`config.mk`:
```
export PLATFORM = sky130hd
export DESIGN_NAME = comparator_serial
export DESIGN_NICKNAME = d
export VERILOG_FILES = /design/src/rtl/comparator_serial.sv
export SDC_FILE = /design/constraint.sdc
export NUM_CORES = 1
export LEC_CHECK = 0
export ABC_CLOCK_PERIOD_IN_PS = 2900
export BUFFER_PORTS_ARGS = -buffer_cell sky130_fd_sc_hd__buf_4
export CAP_MARGIN = 20
export CORE_MARGIN = 1.5
export CORE_UTILIZATION = 42
export CTS_CLUSTER_DIAMETER = 150
export DETAILED_ROUTE_END_ITERATION = 12
export PLACE_DENSITY = 0.71
export SYNTH_ARGS = -nofsm -noshare
export SYNTH_HDL_FRONTEND = slang
export SYNTH_SLANG_ARGS = --single-unit
```
`constraint.sdc`:
```
create_clock -name clk -period 2.9 [get_ports clk]
set_input_delay 0.435 -clock clk [delete_from_list [all_inputs] [get_ports clk]]
set_output_delay 0.435 -clock clk [all_outputs]
set_load 0.01 [all_outputs]
```
`src/rtl/comparator_serial.sv`:
```
`default_nettype none
// ============================================================================
// Module      : comparator_serial
// Description : Multi-cycle magnitude comparator. Walks two WIDTH-bit
//               operands DIGIT bits per clock from the MSB down and stops at
//               the first differing digit. Signed or unsigned per operation,
//               behind a start/busy/done handshake. All outputs registered.
// Revision    : 1.0 - initial release
// ============================================================================
module comparator_serial #(
    parameter int WIDTH = 8,
    parameter int DIGIT = 2
) (
    input  logic             clk,
    input  logic             rst,
    input  logic             start,
    input  logic [WIDTH-1:0] A,
    input  logic [WIDTH-1:0] B,
    input  logic             signed_mode,
    output logic             busy,
    output logic             done,
    output logic             E,
    output logic             G,
    output logic             L
);

    localparam int c_ndig = WIDTH / DIGIT;
    localparam int c_idxw = (c_ndig > 1) ? $clog2(c_ndig) : 1;
    localparam logic [c_idxw-1:0] c_idx_last = c_idxw'(c_ndig - 1);
    localparam logic [c_idxw-1:0] c_idx_one  = c_idxw'(1);
    localparam logic [c_idxw-1:0] c_idx_zero = '0;

    // Reject parameter combinations that cannot be split into whole digits.
    if ((DIGIT < 1) || ((WIDTH % DIGIT) != 0)) begin : g_bad_digit
        $error("comparator_serial: DIGIT must be >= 1 and divide WIDTH");
    end
    if (WIDTH < 2) begin : g_bad_width
        $error("comparator_serial: WIDTH must be >= 2");
    end

    typedef enum logic [0:0] {
        S_IDLE = 1'b0,
        S_RUN  = 1'b1
    } state_t;

    state_t              r_state;
    logic [WIDTH-1:0]    r_a_q;
    logic [WIDTH-1:0]    r_b_q;
    logic [c_idxw-1:0]   r_idx;
    logic                r_busy;
    logic                r_done;
    logic                r_e;
    logic                r_g;
    logic                r_l;

    logic [WIDTH-1:0]    w_a_map;
    logic [WIDTH-1:0]    w_b_map;
    logic [DIGIT-1:0]    w_a_dig;
    logic [DIGIT-1:0]    w_b_dig;
    logic                w_gt;
    logic                w_lt;

    // Offset-binary mapping: flipping the sign bit makes an unsigned compare
    // order two's-complement values correctly.
    assign w_a_map = {A[WIDTH-1] ^ signed_mode, A[WIDTH-2:0]};
    assign w_b_map = {B[WIDTH-1] ^ signed_mode, B[WIDTH-2:0]};

    // Current digit of each latched operand; only DIGIT bits of compare logic.
    assign w_a_dig = r_a_q[int'(r_idx) * DIGIT +: DIGIT];
    assign w_b_dig = r_b_q[int'(r_idx) * DIGIT +: DIGIT];
    assign w_gt    = (w_a_dig > w_b_dig);
    assign w_lt    = (w_a_dig < w_b_dig);

    // Control FSM: latch operands on start, then scan digits MSB-first.
    always_ff @(posedge clk) begin
        if (rst) begin
            r_state <= S_IDLE;
            r_a_q   <= '0;
            r_b_q   <= '0;
            r_idx   <= c_idx_zero;
            r_busy  <= 1'b0;
            r_done  <= 1'b0;
            r_e     <= 1'b0;
            r_g     <= 1'b0;
            r_l     <= 1'b0;
        end else begin
            r_done <= 1'b0;
            case (r_state)
                S_IDLE: begin
                    if (start) begin
                        r_a_q   <= w_a_map;
                        r_b_q   <= w_b_map;
                        r_idx   <= c_idx_last;
                        r_busy  <= 1'b1;
                        r_state <= S_RUN;
                    end
                end
                S_RUN: begin
                    if (w_gt) begin
                        r_e     <= 1'b0;
                        r_g     <= 1'b1;
                        r_l     <= 1'b0;
                        r_done  <= 1'b1;
                        r_busy  <= 1'b0;
                        r_state <= S_IDLE;
                    end else if (w_lt) begin
                        r_e     <= 1'b0;
                        r_g     <= 1'b0;
                        r_l     <= 1'b1;
                        r_done  <= 1'b1;
                        r_busy  <= 1'b0;
                        r_state <= S_IDLE;
                    end else if (r_idx == c_idx_zero) begin
                        r_e     <= 1'b1;
                        r_g     <= 1'b0;
                        r_l     <= 1'b0;
                        r_done  <= 1'b1;
                        r_busy  <= 1'b0;
                        r_state <= S_IDLE;
                    end else begin
                        r_idx   <= r_idx - c_idx_one;
                    end
                end
                default: begin
                    r_state <= S_IDLE;
                    r_busy  <= 1'b0;
                end
            endcase
        end
    end

    assign busy = r_busy;
    assign done = r_done;
    assign E    = r_e;
    assign G    = r_g;
    assign L    = r_l;

endmodule
`default_nettype wire

```
# ---- After elaboration in Yosys (flattened, before gate mapping)
# Cells that the tools add are included.
dict set report op_classes {
  reduce_logical 7
  eq_ne 5
  bitwise_logic 3
  mux 24
  n_shift 2
  order_cmp 2
  n_addsub 1
}
# cell n
set op_table {}
lappend op_table {{$mux W1} 17}
lappend op_table {{$shiftx A8 B4 Y2} 2}
lappend op_table {{$mux W2} 4}
lappend op_table {{$ne A2 B2 Y1 const B} 4}
lappend op_table {{$reduce_and A2 Y1} 3}
lappend op_table {{$ne A4 B1 Y1 const B} 1}
lappend op_table {{$pmux W1 S2} 2}
lappend op_table {{$pmux W2 S2} 1}
lappend op_table {{$reduce_and A4 Y1} 1}
lappend op_table {{$reduce_bool A3 Y1} 1}
lappend op_table {{$gt A2 B2 Y1} 1}
lappend op_table {{$logic_not A2 Y1} 1}
lappend op_table {{$lt A2 B2 Y1} 1}
lappend op_table {{$reduce_or A2 Y1} 1}
lappend op_table {{$sub A2 B1 Y2 const B} 1}
lappend op_table {{$xor A1 B1 Y1} 2}
lappend op_table {{$not A1 Y1} 1}
dict set report totals {
  in_bits 20
  wordCells 53
  reg_bits 24
}

# ---- Longest topological paths before layout
# Gate-level depths: netlist of the first run.
dict set report logic_depth {
  word_depth 5
  mapped_depth 7
  ltp_nobuf 6
}

# ---- Worst setup path before layout of the first run
# OpenSTA, ideal clock, no wires.
dict set report synth_path {
  kind {reg2reg}
  start {register r_idx[0]}
  end {register r_idx[0]}
  arrival_ns 1.989
  required_time_ns 2.778
  synth_period_minus_slack_ns 2.110
  stages_incl_launch_ff 7
  path_slack_ns 0.790
  n_path_buf 1
  setup_time_ns 0.122
  cell_sequence {dfxtp_1 -> buf_2 -> mux4_2 -> ha_1 -> nand2_2 -> or4_1 -> o311a_1}
}
dict set report synth_between {
  elab_chain_len 5
}
# element line_no
set synth_rtl {}
lappend synth_rtl {{from (decl)} 49} ;# logic [c_idxw-1:0] r_idx;
lappend synth_rtl {{from (signal assigned)} 80} ;# r_idx <= c_idx_zero;
lappend synth_rtl {{from (signal assigned)} 93} ;# r_idx <= c_idx_last;
lappend synth_rtl {{from (signal assigned)} 121} ;# r_idx <= r_idx - c_idx_one;
lappend synth_rtl {{parallel branches: the longest is 5 deep, another holds $lt A2 B2 Y1} --}
# Several ways; the timed one is not identified. The select of a mux whose other input is x is not followed.
# A chain may end at the register's enable or synchronous reset.

# ---- Worst setup path in the final report of the first run
# Ends and elaborated chain as after synthesis.

==> flow_summary.json, run 1 <==
{
  "critPathKind": "reg -> reg",
  "netlist_area_sq_mm": 0.00110,
  "synth_warnings": 0,
  "final_hold_viol_count": 0,
  "end_kind": "register",
  "seq_power_share_pct": 51.6,
  "p_int_uw": 524,
  "die-area_sq_mm": 0.00293,
  "power_uw": 741,
  "setup_tns_ps": 0,
  "place.gp.congestion": 0.816,
  "cts_buffer_depth": 2,
  "reg2reg_to": "r_idx[0]",
  "cts_sinks": 24,
  "switching_share_pct": 29.3,
  "synth_ff_type": "dfxtp_1",
  "synth_seq_cells": 24,
  "status": "finished, final reports clean",
  "fin_skew_ps": 4.15,
  "cp_max_fo": 8,
  "clock_power_share_pct": 24.1,
  "reg2reg_from": "r_idx[0]",
  "pwr-share-comb_pct": 24.3,
  "seq_area_sq_um": 480,
  "ant_nets": 0,
  "wl_um": 2110,
  "power.switching_uw": 218,
  "synthToLayoutAreaGrowth_pct": 20.2,
  "syn_nets": 145,
  "hold_slack_ps": 342,
  "max_clock_freq_ghz": 0.442,
  "ir_worst_vdd_mv": 0.349,
  "synthCells": 122,
  "grt_max_degree": 23,
  "worstPathCellList": "mux4_2, ha_1, nand2_2, or4_1, o311a_1",
  "tightest_slew_ps": 344,
  "dp_cells": 170,
  "grt_pass1_wl_um": 3390,
  "power.density_mw_per_mm2": 563,
  "cts_buffers": 3,
  "synth_area_leaders": "dfxtp_1 44%, nand2_1 10%, mux4_2 8.2%, a21oi_1 7.3%, ha_1 3.4%",
  "coreArea_sq_mm": 0.00248,
  "grt_pass1_vias": 788,
  "hold_depth": 3,
  "critPathRequiredTime_ps": 3120,
  "yosysMostFrequentCell": "nand2_1",
  "critPathMaxStageDelay_ps": 560,
  "slew_headroom_pct": 77.0,
  "synth_edf_count": 0,
  "cts_resized": 0,
  "final.setup.worst_slack_ps": 637,
  "fp-row-count": 18,
  "setup_viol": 0,
  "worstRegToRegCells": 5,
  "insertion_delay_ps": 320,
  "final.period_utilization_pct": 78.0,
  "vias_per_cell": 5.21,
  "start_util_pct": 44.2,
  "drt_iter0_drc": 10,
  "slew_violations": 0,
  "cp_slowest_cell": "mux4_2",
  "avgRoutedWirePerCell_um": 12.1,
  "cp-start-kind": "register",
  "ys_top_cells_by_count": "30 x nand2_1, 24 x dfxtp_1, 16 x a21oi_1",
  "diodes": 0,
  "cts_setup_buffers": 0,
  "arrival_ps": 2480,
  "die_w_um": 54.1,
  "fin_crit_ps": 2260,
  "cp_top_family": "simple AND/OR/NAND/NOR gates",
  "ios": 25,
  "route.detailed.drc": 0,
  "ys_seq_area_share_pct": 43.8,
  "netlist.area_leader.share_pct": 43.8,
  "drive_above_1_share_pct": 28.5,
  "leakage_nw": 0.530,
  "dpl.hpwl_um": 1580,
  "multi_input_area_sq_um": 553,
  "clock-root-buffer": "clkbuf_4",
  "rsz0062_at_grt": "false",
  "antenna_found_initial": 0,
  "fill_cells": 252,
  "dr.pass1.iters": 3,
  "avgSynthCellArea_sq_um": 8.98,
  "via_count": 907,
  "die_y_um": 54.1,
  "io_buffers": 24,
  "min_from": "B[2]",
  "gr-total-overflow": 0,
  "final_cells": 174,
  "cap_violations": 0,
  "cts_tree": "yes",
  "nets": 168,
  "path_clk_slew_ps": 130,
  "h-tree-depth": 1,
  "synth_cell_type_count": 29,
  "rrSetupSlack_ps": 640,
  "min_to": "r_b_q[2]",
  "hp-class": "in -> reg",
  "holdBufCountCts": 0,
  "crit_buf_inv": 0,
  "place_ws_ps": 645,
  "grt.total_usage_pct": 16.0,
  "synthArstFlopShare_pct": 0,
  "synth.largest_area_cell": "dfxtp_1"
}
## power groups by stage
stage               Combinational (mW)  Clock (mW)  Sequential, mW
floorplan                        0.139           0           0.380
global placement                 0.177           0           0.389
detailed placement               0.182           0           0.391
CTS                              0.182       0.184           0.383
global route                     0.201       0.197           0.388
finish                           0.180       0.178           0.383
## routing by layer
metal | track usage (%) | up-vias | part of all wire [%]
met5 | 0 | - | 0
met4 | 7.50 | 0 | 1.1
met3 | 2.50 | 2 | 2.8
met2 | 27.8 | 15 | 50
met1 | 19.2 | 426 | 46
li1 | - | 464 | -
## cells in the final DEF, fill, tap and decap left out, drive strengths merged
cell type  count
a211oi         2
a21oi         16
a311oi         1
and2b          1
buf           25
clkbuf         4
dfxtp         24
ha             3
inv            6
mux2           1
mux4           4
nand2         31
nand2b         1
nor2           6
nor2b          2
nor3           4
nor4           1
o2111ai        1
o21a           2
o21ai          3
o221a          1
o311a          1
o31a           1
or4            1
xnor2          2
## cell type report
class	instances	area share (%)
flip-flops and latches	24	36.5
clock buffers	4	2.75
inverters	6	1.71
multi-input cells	85	42.0
well taps	30	2.85
repair buffers	25	14.2
## stage by stage
stage               util (%)  instance area (sq um)
floorplan                  -                   1100
global placement        51.7                   1280
detailed placement      51.7                   1280
CTS                     53.2                   1320
global route            53.2                   1320
finish                  53.2                   1320
## state kept, by name (all words and copies together) (netlist names)
signal   count
r_b_q        8
L            1
r_a_q        8
E            1
r_idx        2
r_state      1
G            1
done         1
busy         1
## worst min-delay path, cell delays in order
cell and delay (ps):
buf_4 100, nand2_1 40, a21oi_1 50
## logic make-up (layout without fill, tap and decap cells)
family / count (synthesis) / count (layout) / synth area share (%)
AOI/OAI and AO/OA: 28 / 28 / 15.9
xor gates and xnor gates: 2 / 2 / 1.60
adders and majority gates: 3 / 3 / 3.43
buffers and inverters: 13 / 35 / 5.71
DFF: 24 / 24 / 43.8
muxes: 5 / 5 / 9.25
and+or+nand+nor: 47 / 47 / 20.3
## how the worst max path moves through the flow
| stage | slack, ps | startpoint | to | cells past startpoint |
|---|---|---|---|---|
| global route | 520 | r_idx[0] | r_idx[0] | 5 |
| detailed placement | 640 | r_idx[0] | r_idx[0] | 5 |
| CTS | 620 | r_idx[0] | r_idx[0] | 5 |
| floorplan | 790 | r_idx[0] | r_idx[0] | 6 |
| finish | 640 | r_idx[0] | r_idx[0] | 5 |
| global placement | 690 | r_idx[0] | r_idx[0] | 5 |
Power figures use the tool's default switching activity.
==> inputs of run 2 (changes only) <==
--- a/config.mk
+++ b/config.mk
@@ -5,14 +5,14 @@
 export SDC_FILE = /design/constraint.sdc
 export NUM_CORES = 1
 export LEC_CHECK = 0
-export ABC_CLOCK_PERIOD_IN_PS = 2900
+export ABC_CLOCK_PERIOD_IN_PS = 1860
 export BUFFER_PORTS_ARGS = -buffer_cell sky130_fd_sc_hd__buf_4
 export CAP_MARGIN = 20
 export CORE_MARGIN = 1.5
 export CORE_UTILIZATION = 42
 export CTS_CLUSTER_DIAMETER = 150
 export DETAILED_ROUTE_END_ITERATION = 12
-export PLACE_DENSITY = 0.71
+export PLACE_DENSITY = 0.73
 export SYNTH_ARGS = -nofsm -noshare
 export SYNTH_HDL_FRONTEND = slang
 export SYNTH_SLANG_ARGS = --single-unit
==> constraint.sdc (replaced) <==
create_clock -name clk -period 1.86 [get_ports clk]
set_input_delay 0.279 -clock clk [delete_from_list [all_inputs] [get_ports clk]]
set_output_delay 0.279 -clock clk [all_outputs]
set_load 0.01 [all_outputs]
==> run 2 against run 1 <==
The run now ends with setup timing left. Sequential share of layout area decreased by 1.6 points. Wire length decreased by 1.4%. Flip-flop and latch count unchanged. Die area unchanged. Critical path type unchanged. Critical endpoint unchanged. Largest cell class unchanged. Largest power group unchanged. Highest routed layer unchanged.
==> flow_summary.json, run 2 (synthesis gave the netlist of run 1 again) <==
{
  "clock_power_share_pct": 23.0,
  "multi_input_area_sq_um": 592,
  "leakage_nw": 0.557,
  "worstRegToRegCells": 5,
  "cts_tree": "yes",
  "grt_max_degree": 23,
  "grt_pass1_wl_um": 3470,
  "wl_um": 2080,
  "cts_buffers": 3,
  "power.density_mw_per_mm2": 868,
  "place.gp.congestion": 0.830,
  "end_kind": "register",
  "p_int_uw": 855,
  "slew_violations": 0,
  "tightest_slew_ps": 309,
  "violations": "setup timing",
  "dpl-instance-area_sq_mm": 0.00135,
  "fin_skew_ps": 3.00,
  "drive_above_1_share_pct": 33.8,
  "mostFrequentLayoutCells": "30 x nand2_1, 29 x buf_4, 22 x dfxtp_1",
  "dr.pass1.iters": 2,
  "cts_buffer_depth": 2,
  "clock-root-buffer": "clkbuf_4",
  "top_regs": "r_a_q x8, r_b_q x8, r_idx x2",
  "ant_nets": 0,
  "dp_cells": 174,
  "route.detailed.drc": 0,
  "fin_crit_ps": 1960,
  "start_util_pct": 44.2,
  "vias_per_cell": 5.03,
  "hold_depth": 3,
  "power.switching_uw": 352,
  "dpl.hpwl_um": 1600,
  "die-area_sq_mm": 0.00293,
  "status": "finished with violations",
  "pwr-share-comb_pct": 27.7,
  "via_count": 896,
  "fill_cells": 239,
  "antenna_found_initial": 0,
  "diodes": 0,
  "cts_sinks": 24,
  "insertion_delay_ps": 320,
  "cp-start-kind": "register",
  "final_common_cell": "nand2_1",
  "setup_viol": 2,
  "synthToLayoutAreaGrowth_pct": 26.9,
  "die_y_um": 54.1,
  "cap_violations": 0,
  "hp-class": "in -> reg",
  "coreArea_sq_mm": 0.00248,
  "slew_headroom_pct": 79.4,
  "switching_share_pct": 29.2,
  "grt.total_usage_pct": 16.2,
  "seq_area_sq_um": 485,
  "seq_power_share_pct": 49.2,
  "final_cells": 178,
  "die_w_um": 54.1,
  "critPathRequiredTime_ps": 2080,
  "critPathKind": "reg -> reg",
  "fp-row-count": 18,
  "grt_pass1_vias": 850,
  "h-tree-depth": 1,
  "setup_tns_ps": -185,
  "final_hold_viol_count": 0,
  "gr-total-overflow": 0,
  "cts_setup_buffers": 0,
  "avgRoutedWirePerCell_um": 11.7,
  "place_ws_ps": -107,
  "arrival_ps": 2180,
  "final.setup.worst_slack_ps": -97.3,
  "postLayoutCellArea_sq_mm": 0.00139,
  "max_clock_freq_ghz": 0.511,
  "nets": 172,
  "path_clk_slew_ps": 130,
  "ir_worst_vdd_mv": 0.537,
  "rsz0062_at_grt": "true",
  "ios": 25,
  "cp_max_fo": 5,
  "io_buffers": 24,
  "final.period_utilization_pct": 105,
  "drt_iter0_drc": 7
}
run 2: cell count changes in the layout (fill, tap and decap cells not counted), sizes merged:
cell  before  now
buf       25   29
run 2: power by group through the flow:
| stage | sequential, mW | combinational, mW | clock [mW] |
|---|---|---|---|
| 6_report | 0.594 | 0.335 | 0.278 |
| 5_1_grt | 0.602 | 0.375 | 0.306 |
| 4_1_cts | 0.594 | 0.335 | 0.285 |
| 3_5_place_dp | 0.605 | 0.334 | 0 |
| 3_3_place_gp | 0.605 | 0.326 | 0 |
| 2_1_floorplan | 0.595 | 0.250 | 0 |
run 2: final timing paths:
| check | from | to | slack (ps) |
|---|---|---|---|
| hold reg to reg | r_a_q[6] | r_a_q[6] | 460 |
| setup / recovery | r_idx[0] | r_idx[0] | -100 |
| hold / removal | A[6] | r_a_q[6] | 190 |
| setup reg to reg | r_idx[0] | r_idx[0] | -100 |
run 2: timing repair:
| action | in CTS | in global routing |
|---|---|---|
| hold buffers | 0 | 0 |
| endpoints found under the setup margin | 3 | 6 |
| gates resized for setup | 1 | 3 |
run 2: cell type report:
class / instances / area share (%)
timing repair buffer: 29 / 15.6
sequential: 24 / 34.9
inverter: 6 / 1.62
clock buffer: 4 / 2.61
multi-input combinational: 85 / 42.5
tap: 30 / 2.70
run 2: routing by layer:
| metal | vias up | routed length, um | global-route usage [%] |
|---|---|---|---|
| met1 | 408 | 930 | 20.5 |
| met3 | 4 | 34 | 1.67 |
| met4 | 0 | 39 | 5.00 |
| met5 | - | 0 | 0 |
| li1 | 473 | - | - |
| met2 | 11 | 1070 | 29.1 |
run 2: per-stage QoR:
| step | hold WS, ps | power, mW | utilization, % |
|---|---|---|---|
| after global placement | 441 | 0.931 | 54.4 |
| after CTS | 187 | 1.21 | 56.0 |
| after detailed placement | 447 | 0.940 | 54.4 |
| final | 189 | 1.21 | 56.2 |
| after global routing | 190 | 1.28 | 56.2 |
| after floorplan | 415 | 0.844 | - |
run 2: worst max-delay path, stage by stage, from the launching register on:
cell and delay (ps):
dfxtp_4 400, mux4_2 540, ha_4 180, nor2b_4 140, or4_1 470, o311a_1 130
